[src/rtl/fetch_sequencer_pkg.sv]
// Shared definitions for the instruction-fetch sequencer: state encodings,
// PC_in mux select codes and default parameter values.
package fetch_sequencer_pkg;

  typedef enum logic [2:0] {
    ST_IDLE     = 3'd0,
    ST_FETCH    = 3'd1,
    ST_WAIT_MEM = 3'd2,
    ST_EXEC     = 3'd3,
    ST_UPDATE   = 3'd4,
    ST_INT_SAVE = 3'd5,
    ST_INT_VEC  = 3'd6,
    ST_FAULT    = 3'd7
  } state_e;

  localparam logic [1:0] SEL_NONE = 2'b00;
  localparam logic [1:0] SEL_BR   = 2'b01;
  localparam logic [1:0] SEL_JMP  = 2'b10;
  localparam logic [1:0] SEL_VEC  = 2'b11;

  localparam logic [31:0] DEF_INT_VECTOR   = 32'h0000_03FC;
  localparam int          DEF_MEM_WAIT_MAX = 8;

endpackage

[src/rtl/fetch_sequencer_if.sv]
// Bundle of the sequencer's memory, execute-unit and PC-register signals.
// master = the sequencer, slave = the surrounding datapath.
interface fetch_sequencer_if;
  logic        run;
  logic        mem_ready;
  logic        exec_done;
  logic        br_taken;
  logic        jump;
  logic        int_req;
  logic        int_en;
  logic        pc_ld;
  logic        pc_inc;
  logic [1:0]  pc_sel;
  logic [31:0] vec_addr;
  logic        mem_rd;
  logic        ir_ld;
  logic        epc_ld;
  logic        int_ack;
  logic        halt_fault;
  logic [2:0]  state_dbg;

  modport master (
    input  run, mem_ready, exec_done, br_taken, jump, int_req, int_en,
    output pc_ld, pc_inc, pc_sel, vec_addr, mem_rd, ir_ld, epc_ld, int_ack,
           halt_fault, state_dbg
  );

  modport slave (
    output run, mem_ready, exec_done, br_taken, jump, int_req, int_en,
    input  pc_ld, pc_inc, pc_sel, vec_addr, mem_rd, ir_ld, epc_ld, int_ack,
           halt_fault, state_dbg
  );
endinterface

[src/rtl/fetch_sequencer_mem_wait_timer.sv]
// Counts memory-wait cycles; expired flags the cycle in which the
// MEM_WAIT_MAX-th consecutive non-ready cycle is being counted.
module fetch_sequencer_mem_wait_timer #(
  parameter int MEM_WAIT_MAX = 8
) (
  input  logic clk,
  input  logic rst,
  input  logic clr,
  input  logic en,
  output logic expired
);
  localparam int CW = $clog2(MEM_WAIT_MAX + 1);

  logic [CW-1:0] cnt_q, cnt_d;

  always_comb begin
    cnt_d = cnt_q;
    if (clr) begin
      cnt_d = '0;
    end else if (en) begin
      cnt_d = cnt_q + CW'(1);
    end
  end

  always_ff @(posedge clk or posedge rst) begin
    if (rst) begin
      cnt_q <= '0;
    end else begin
      cnt_q <= cnt_d;
    end
  end

  assign expired = en && !clr && (cnt_q == CW'(MEM_WAIT_MAX - 1));

endmodule

[src/rtl/fetch_sequencer.sv]
// Multi-cycle fetch / PC-update controller: steps fetch, execute handshake,
// PC update and interrupt entry, with a sticky fault on memory timeout.
module fetch_sequencer
  import fetch_sequencer_pkg::*;
#(
  parameter logic [31:0] INT_VECTOR   = DEF_INT_VECTOR,
  parameter int          MEM_WAIT_MAX = DEF_MEM_WAIT_MAX
) (
  input logic               clk,
  input logic               rst,
  fetch_sequencer_if.master bus
);
  state_e     state_q, state_d;
  logic       br_q, br_d;
  logic       jmp_q, jmp_d;
  logic       int_pend_q, int_pend_d;

  logic       timer_clr, timer_en, timer_expired;
  logic       pc_ld, pc_inc, mem_rd, ir_ld, epc_ld, int_ack, halt_fault;
  logic [1:0] pc_sel;

  fetch_sequencer_mem_wait_timer #(
    .MEM_WAIT_MAX(MEM_WAIT_MAX)
  ) u_timer (
    .clk     (clk),
    .rst     (rst),
    .clr     (timer_clr),
    .en      (timer_en),
    .expired (timer_expired)
  );

  always_ff @(posedge clk or posedge rst) begin
    if (rst) begin
      state_q    <= ST_IDLE;
      br_q       <= 1'b0;
      jmp_q      <= 1'b0;
      int_pend_q <= 1'b0;
    end else begin
      state_q    <= state_d;
      br_q       <= br_d;
      jmp_q      <= jmp_d;
      int_pend_q <= int_pend_d;
    end
  end

  always_comb begin
    state_d    = state_q;
    br_d       = br_q;
    jmp_d      = jmp_q;
    int_pend_d = int_pend_q;
    pc_ld      = 1'b0;
    pc_inc     = 1'b0;
    pc_sel     = SEL_NONE;
    mem_rd     = 1'b0;
    ir_ld      = 1'b0;
    epc_ld     = 1'b0;
    int_ack    = 1'b0;
    halt_fault = 1'b0;
    timer_clr  = 1'b0;
    timer_en   = 1'b0;

    case (state_q)
      ST_IDLE: begin
        if (bus.run) state_d = ST_FETCH;
      end
      ST_FETCH: begin
        mem_rd    = 1'b1;
        timer_clr = 1'b1;
        state_d   = ST_WAIT_MEM;
      end
      ST_WAIT_MEM: begin
        mem_rd = 1'b1;
        // Data arriving in the limit cycle still completes the fetch.
        if (bus.mem_ready) begin
          ir_ld   = 1'b1;
          state_d = ST_EXEC;
        end else begin
          timer_en = 1'b1;
          if (timer_expired) state_d = ST_FAULT;
        end
      end
      ST_EXEC: begin
        if (bus.exec_done) begin
          br_d       = bus.br_taken;
          jmp_d      = bus.jump;
          int_pend_d = bus.int_req & bus.int_en;
          state_d    = ST_UPDATE;
        end
      end
      ST_UPDATE: begin
        if (jmp_q) begin
          pc_ld  = 1'b1;
          pc_sel = SEL_JMP;
        end else if (br_q) begin
          pc_ld  = 1'b1;
          pc_sel = SEL_BR;
        end else begin
          pc_inc = 1'b1;
        end
        if (int_pend_q)   state_d = ST_INT_SAVE;
        else if (bus.run) state_d = ST_FETCH;
        else              state_d = ST_IDLE;
      end
      ST_INT_SAVE: begin
        epc_ld  = 1'b1;
        state_d = ST_INT_VEC;
      end
      ST_INT_VEC: begin
        pc_ld   = 1'b1;
        pc_sel  = SEL_VEC;
        int_ack = 1'b1;
        state_d = ST_FETCH;
      end
      ST_FAULT: begin
        halt_fault = 1'b1;
      end
      default: state_d = ST_IDLE;
    endcase
  end

  assign bus.pc_ld      = pc_ld;
  assign bus.pc_inc     = pc_inc;
  assign bus.pc_sel     = pc_sel;
  assign bus.vec_addr   = INT_VECTOR;
  assign bus.mem_rd     = mem_rd;
  assign bus.ir_ld      = ir_ld;
  assign bus.epc_ld     = epc_ld;
  assign bus.int_ack    = int_ack;
  assign bus.halt_fault = halt_fault;
  assign bus.state_dbg  = state_q;

endmodule

[src/flat_wrapper.sv]
// flat-port wrapper written by rule: the top's interface ports become plain ports
module fetch_sequencer_flat import fetch_sequencer_pkg::*;
#(
  parameter logic [31:0] INT_VECTOR   = DEF_INT_VECTOR,
  parameter int          MEM_WAIT_MAX = DEF_MEM_WAIT_MAX
)
  (clk, rst, bus_run, bus_mem_ready, bus_exec_done, bus_br_taken, bus_jump, bus_int_req, bus_int_en, bus_pc_ld, bus_pc_inc, bus_pc_sel, bus_vec_addr, bus_mem_rd, bus_ir_ld, bus_epc_ld, bus_int_ack, bus_halt_fault, bus_state_dbg);
  fetch_sequencer_if bus_i ();
  input logic clk;
  input logic rst;
  input wire logic [$bits(bus_i.run)-1:0] bus_run;
  input wire logic [$bits(bus_i.mem_ready)-1:0] bus_mem_ready;
  input wire logic [$bits(bus_i.exec_done)-1:0] bus_exec_done;
  input wire logic [$bits(bus_i.br_taken)-1:0] bus_br_taken;
  input wire logic [$bits(bus_i.jump)-1:0] bus_jump;
  input wire logic [$bits(bus_i.int_req)-1:0] bus_int_req;
  input wire logic [$bits(bus_i.int_en)-1:0] bus_int_en;
  output wire logic [$bits(bus_i.pc_ld)-1:0] bus_pc_ld;
  output wire logic [$bits(bus_i.pc_inc)-1:0] bus_pc_inc;
  output wire logic [$bits(bus_i.pc_sel)-1:0] bus_pc_sel;
  output wire logic [$bits(bus_i.vec_addr)-1:0] bus_vec_addr;
  output wire logic [$bits(bus_i.mem_rd)-1:0] bus_mem_rd;
  output wire logic [$bits(bus_i.ir_ld)-1:0] bus_ir_ld;
  output wire logic [$bits(bus_i.epc_ld)-1:0] bus_epc_ld;
  output wire logic [$bits(bus_i.int_ack)-1:0] bus_int_ack;
  output wire logic [$bits(bus_i.halt_fault)-1:0] bus_halt_fault;
  output wire logic [$bits(bus_i.state_dbg)-1:0] bus_state_dbg;
  assign bus_i.run = bus_run;
  assign bus_i.mem_ready = bus_mem_ready;
  assign bus_i.exec_done = bus_exec_done;
  assign bus_i.br_taken = bus_br_taken;
  assign bus_i.jump = bus_jump;
  assign bus_i.int_req = bus_int_req;
  assign bus_i.int_en = bus_int_en;
  assign bus_pc_ld = bus_i.pc_ld;
  assign bus_pc_inc = bus_i.pc_inc;
  assign bus_pc_sel = bus_i.pc_sel;
  assign bus_vec_addr = bus_i.vec_addr;
  assign bus_mem_rd = bus_i.mem_rd;
  assign bus_ir_ld = bus_i.ir_ld;
  assign bus_epc_ld = bus_i.epc_ld;
  assign bus_int_ack = bus_i.int_ack;
  assign bus_halt_fault = bus_i.halt_fault;
  assign bus_state_dbg = bus_i.state_dbg;
  fetch_sequencer #(.INT_VECTOR(INT_VECTOR), .MEM_WAIT_MAX(MEM_WAIT_MAX)) u_core (.clk(clk), .rst(rst), .bus(bus_i));
endmodule
[config.mk]
export PLATFORM = sky130hd
export DESIGN_NAME = fetch_sequencer_flat
export DESIGN_NICKNAME = d
export VERILOG_FILES = /design/src/rtl/fetch_sequencer_pkg.sv /design/src/rtl/fetch_sequencer_if.sv /design/src/rtl/fetch_sequencer_mem_wait_timer.sv /design/src/rtl/fetch_sequencer.sv /design/src/flat_wrapper.sv
export SDC_FILE = /design/constraint.sdc
export NUM_CORES = 1
export LEC_CHECK = 0
export CORE_AREA = 2 2 61 51
export CTS_CLUSTER_SIZE = 25
export DETAILED_ROUTE_END_ITERATION = 12
export DIE_AREA = 0 0 63 53
export HOLD_SLACK_MARGIN = 0.08
export PLACE_DENSITY = 0.74
export SKIP_CTS_REPAIR_TIMING = 1
export SLEW_MARGIN = 25
export SYNTH_ARGS = -nofsm -noshare
export SYNTH_HDL_FRONTEND = slang
export SYNTH_HIERARCHICAL = 1
export SYNTH_SLANG_ARGS = --single-unit
export TNS_END_PERCENT = 50
[constraint.sdc]
create_clock -name clk -period 1.9 [get_ports clk]
set_input_delay 0.57 -clock clk [delete_from_list [all_inputs] [get_ports clk]]
set_output_delay 0.57 -clock clk [all_outputs]
set_load 0.05 [all_outputs]
==> impl_metrics.env <==
export IMPL_pwr_share_comb_pct=73.1
export IMPL_grt_overflow=0
export IMPL_final_cell_mix="conb_1 (32), buf_4 (18), buf_12 (13), clkdlybuf4s50_1 (7), dfrtp_1 (7)"
export IMPL_synth_adder_area_share_pct=1.44
export IMPL_power_mw=2.42
export IMPL_wl_per_cell_um=12.1
export IMPL_period_share_pct=105
export IMPL_synth_top_family_by_area="buffers and inverters"
export IMPL_synth_cell_type_count=29
export IMPL_end_kind="output pin"
export IMPL_cp_num_buf_inv=1
export IMPL_drv_cap=0
export IMPL_drc=0
export IMPL_antenna_left=0
export IMPL_yosys_area_top_type="dfrtp_1"
export IMPL_ys_seq_elements=10
export IMPL_worstPathRequired_ns=1.33
export IMPL_grt_util_all_layers_pct=10.7
export IMPL_cts_tree="yes"
export IMPL_cts_made_buffers=3
export IMPL_violations="setup timing"
export IMPL_synth_compound_area_share_pct=7.78
export IMPL_pwr_share_seq_pct=19.0
export IMPL_yosysTopAreaCellShare_pct=28.8
export IMPL_final_setup_viol_count=5
export IMPL_pre_cts_slack_ns=-0.272
export IMPL_critPathArrivalTime_ns=1.42
export IMPL_cts_sinks=10
export IMPL_first_pass_iters=4
export IMPL_seq_area_frac_synth_pct=28.8
export IMPL_rsz0062_at_grt="true"
export IMPL_min_path_type="input pin to asynchronous set/reset pin"
export IMPL_period_needed_ns=1.99
export IMPL_final_max_slew_viol_count=0
export IMPL_p_clk_share_pct=7.9
export IMPL_cts_root_buf="clkbuf_4"
export IMPL_path_cells="nand2b_2 > nor3b_4 > buf_12"
export IMPL_clock_path_buffers=2
export IMPL_cp_slowest_cell="dfrtp_2"
export IMPL_grt_max_degree=13
export IMPL_p_switching_mw=1.19
export IMPL_grt_pass1_wl_um=2770
export IMPL_syn_inst=103
export IMPL_coreArea_mm2=0.00270
export IMPL_slowest_delay_ns=0.47
export IMPL_cp_top_family="simple AND/OR/NAND/NOR gates"
export IMPL_fin_skew_ns=0.00825
export IMPL_start_util_pct=32.1
export IMPL_htree_num_levels=1
export IMPL_nets=151
export IMPL_synth_simple_area_share_pct=22.8
export IMPL_cp_max_fo=8
export IMPL_clk_pin_slew_ns=0.07
export IMPL_grt_pass1_vias=606
export IMPL_io_pins=53
export IMPL_std_cell_rows=17
export IMPL_switching_share_pct=49.0
export IMPL_hpwl_um=1460
export IMPL_cp_start_kind="flop"
export IMPL_routed_via_count=747
export IMPL_die_area_mm2=0.00334
export IMPL_yosysWarnings=6
export IMPL_dieWidth_um=63
export IMPL_antenna_found_initial=0
export IMPL_synth_area_per_cell_um2=8.43
export IMPL_numPortBuffers=20
export IMPL_drive_gt1_share_pct=40.0
export IMPL_power_per_cell_area_mw_per_mm2=1760
export IMPL_worstSetupPathType="flop to output pin"
export IMPL_chipHeight_um=53
export IMPL_synthTopCellsByArea="dfrtp_1 (29%), buf_4 (29%), nor2_1 (3.9%)"
export IMPL_leakagePower_nw=0.659
export IMPL_vias_per_cell=4.20
export IMPL_muxShareOfSynthArea_pct=4.90
export IMPL_gp_congestion=0.787
export IMPL_drt_iter0_drc=54
export IMPL_synthToLayoutAreaGrowth_pct=58.1
export IMPL_yosys_area_share_xor_xnor_pct=1.01
export IMPL_clk_latency_ns=0.26
export IMPL_setup_ws_ns=-0.0919
export IMPL_internal_power_mw=1.23
export IMPL_status="complete, but fails checks"
export IMPL_drt_wl_total_um=2150
export IMPL_max_vdd_ir_drop_mv=0.643
export IMPL_fmax_mhz=502
export IMPL_n_antenna_cell=0
export IMPL_synth_area_um2=868
export IMPL_final_common_cell="conb_1"
export IMPL_final_hold_violation_count=0
sequential cells by signal, summed over array words and instances (netlist names):
register	flops
u_core/br_q	1
u_core/bus.state_dbg	3
u_core/int_pend_q	1
u_core/jmp_q	1
u_core/u_timer/cnt_q	4
synthesized netlist by cell type:
cell      number
buf_4         33
dfrtp_1       10
nor2_1         9
nand2_1        6
inv_1          5
nand2b_1       4
a21oi_1        3
buf_2          3
nor3_1         3
nor4_1         3
a21o_1         2
conb_1         2
mux2_2         2
mux2i_1        2
nor3b_1        2
a21bo_2        1
a31oi_1        1
a32oi_1        1
and3_1         1
ha_1           1
nand3b_1       1
nand4_1        1
nand4b_1       1
nor4b_1        1
nor4b_4        1
o21a_1         1
o21ai_0        1
or2_2          1
xnor2_1        1
area by class of cell:
class | instances | area [um2]
Clock buffer | 4 | 36.3
Tap cell | 38 | 47.5
Multi-Input combinational cell | 82 | 538
Sequential cell | 10 | 254
Inverter | 5 | 18.8
Fill cell | 255 | 1330
Timing Repair Buffer | 39 | 478
power groups by stage:
| stage | registers, mW | clock network [mW] | logic (mW) |
|---|---|---|---|
| 2_1_floorplan | 0.503 | 0 | 0.946 |
| 3_3_place_gp | 0.488 | 0 | 1.44 |
| 3_5_place_dp | 0.503 | 0 | 1.46 |
| 4_1_cts | 0.502 | 0.193 | 1.47 |
| 5_1_grt | 0.474 | 0.204 | 1.85 |
| 6_report | 0.460 | 0.191 | 1.77 |
stage by stage:
stage,instances,TNS (ns),instance area [um2],util [%],hold slack (ns)
2_1_floorplan,133,-0.396,1060,-,0.336
3_3_place_gp,163,-0.407,1220,45.0,0.520
3_5_place_dp,163,-0.602,1220,45.0,0.536
4_1_cts,167,-0.735,1250,46.4,0.537
5_1_grt,178,-0.539,1370,50.8,0.542
6_report,178,-0.254,1370,50.8,0.536
routing by layer:
metal	global-route usage, %	share of wire (%)	vias to the layer above	routed length, um
li1	-	-	353	-
met1	13.1	39	345	833
met2	17.9	53	47	1150
met3	3.83	7.8	2	167
met4	3.33	0.19	0	4
met5	0	0	-	0
worst paths after layout:
| path | startpoint | endpoint | slack [ns] | depth (start not counted) |
|---|---|---|---|---|
| max in group asynchronous | rst | u_core/bus.state_dbg[2] | 1.10 | 2 |
| min | rst | u_core/u_timer/cnt_q[2] | 0.54 | 2 |
| min reg2reg | u_core/int_pend_q | u_core/int_pend_q | 0.56 | 2 |
| max reg2reg | u_core/bus.state_dbg[2] | u_core/bus.state_dbg[0] | 0.08 | 7 |
| min in group clk | u_core/int_pend_q | u_core/int_pend_q | 0.56 | 2 |
| max | u_core/bus.state_dbg[0] | bus_ir_ld | -0.09 | 3 |
worst reg2reg max path, delay by kind of cell (launching register included):
family | cells | cell delay (ns)
compound gates | 1 | 0.13
buf+inv | 1 | 0.17
flops | 1 | 0.50
simple gates | 5 | 0.96
kinds of logic after synthesis:
logic type	Yosys count
buf+inv	41
simple gates	34
compound gates	10
flops	10
mux	4
other cells	2
fa+ha+maj	1
xor+xnor	1
Power figures use the tool's default switching activity.
==> RTL edit (config.mk and constraints unchanged) <==
The package constant `DEF_MEM_WAIT_MAX` goes from 8 to 32.
--- a/src/rtl/fetch_sequencer_pkg.sv
+++ b/src/rtl/fetch_sequencer_pkg.sv
@@ -19,7 +19,7 @@
   localparam logic [1:0] SEL_VEC  = 2'b11;
 
   localparam logic [31:0] DEF_INT_VECTOR   = 32'h0000_03FC;
-  localparam int          DEF_MEM_WAIT_MAX = 8;
+  localparam int          DEF_MEM_WAIT_MAX = 32;
 
 endpackage
 
Formal check against the unedited RTL: same outputs for any inputs over 10 cycles, from zero or initial values and one cycle with rst high; that may be too few to reach the edited logic, so the function may still have changed.
==> RTL edit against the original RTL <==
- the run still ends with setup timing left
- count of clock-buffer cells in the layout did not move
- total power rose by 2.0%
- sequential power rose by 7.4%
- sequential cell count increased by 2
- wire length is 0.60% lower
- cell area up 6.6%
- setup slack better by 0.059 ns
- register-to-register slack improved by 0.04 ns
- area after synthesis is 8.8% higher
- utilization grew 3.3 points
- sequential share of layout area increased by 2.3 points
==> RTL edit: results (changes against the original RTL) <==
Yosys cell types 30 (+3.4%); most frequent cells after synthesis buf_4 (33), dfrtp_1 (12), nor2_1 (12); Compound-Gate Fraction of Synth Area 0.0662 (-0.0116); VDD IR max 0.534 mV (-17%); crit path DAT 1.36 ns (-0.06 ns); Post-Layout Cell Count 189 (+6.2%); largest net degree at the start of global routing 14 (+1); Final Cell Area 0.00146 sq mm (+6.6%); Avg Cell Area, Syn 8.59 sq um (+1.9%); Nets 162 (+7.3%); register area share after synthesis 0.318 (+0.0297); final critical-path setup slack -0.0327 ns (+0.0592 ns); drt wl/cell 11.3 microns (-6.4%); delay-heaviest family, CP flip-flops; outcome complete, but fails checks; Layout fillers 238 (-6.7%); Setup WS pre-CTS -0.366 ns (-0.0937 ns); setup TNS -0.0327 ns (+0.222 ns); dpl cells 173 (+6.1%); share of cells above drive strength 1 0.397 (-0.00265); dpl cell area 0.00131 sq mm (+7.3%); slowest cell delay on critical path 0.43 ns (-0.04 ns); # setup viols final 1 (-4); Placer Congestion 0.780 (-0.81%); Skew-Pair Late Insertion Delay 0.28 ns (+0.02 ns); Clock Skew 0.00905 ns (+0.000793 ns); Global Route Usage Sum 0.112 (+0.00412); post-synthesis mux area share 0.0344 (-0.0146); xor and xnor fraction of the mapped netlist area 0.0371 (+0.0270); first-pass GRT wire length 2840 microns (+2.7%); LEAKAGE 0.000720 uW (+9.2%); via count 803 (+7.5%); Iteration-0 DRC Markers 25 (-54%); adder-cell share of the synthesized area 0.0132 (-0.00116); vias in the first global route 656 (+8.3%); max reg flops 6 (+2); DP HPWL 1510 microns (+3.4%); failing checks setup timing; Synth area leaders dfrtp_1 (32%), buf_4 (26%), nor2_1 (4.8%)
-- RTL edit: cell types whose count changed in the layout (fill, tap and decap cells not counted), moves of 2 or more --
cell / unedited run / this run
nor2_2: 2 / 4
a21oi_4: 2 / 0
xor2_1: 0 / 2
dfrtp_1: 7 / 9
nor2_1: 5 / 8
a21oi_2: 0 / 2
nor2_4: 2 / 0
buf_4: 18 / 20
-- RTL edit: power by group --
group / internal [uW] / switching, uW / total (uW)
logic: 827 / 942 / 1770
registers: 350 / 144 / 494
clock network: 117 / 89.7 / 206
total: 1290 / 1180 / 2470
-- RTL edit: path summary, 6_finish.rpt --
path	cells after the start	from	end	slack [ns]
worst max-delay path	3	u_core/bus.state_dbg[1]$_DFFE_PP0P_	bus_pc_inc	-0.03
max in group asynchronous	2	rst	u_core/bus.state_dbg[2]$_DFFE_PP0P_	1.16
worst min-delay path	2	rst	u_core/u_timer/cnt_q[2]$_DFFE_PP0P_	0.53
min in group clk	2	u_core/u_timer/cnt_q[5]$_DFFE_PP0P_	u_core/u_timer/cnt_q[5]$_DFFE_PP0P_	0.56
worst max register to register	8	u_core/bus.state_dbg[2]$_DFFE_PP0P_	u_core/bus.state_dbg[0]$_DFFE_PP0P_	0.12
worst min register to register	2	u_core/u_timer/cnt_q[5]$_DFFE_PP0P_	u_core/u_timer/cnt_q[5]$_DFFE_PP0P_	0.56
-- RTL edit: layout make-up --
type,count,share of cell area
clock buffer,4,0.0248
timing repair buffer,42,0.341
multi-input combinational,88,0.381
tap,38,0.0325
inverter,5,0.0128
sequential,12,0.208
-- RTL edit: metal layers --
metal / global-route usage / wire length (microns) / vias to the layer above
met5: 0 / 0 / -
met4: 0.0667 / 51 / 0
met1: 0.120 / 888 / 380
li1: - / - / 382
met2: 0.204 / 1070 / 34
met3: 0.0255 / 133 / 7
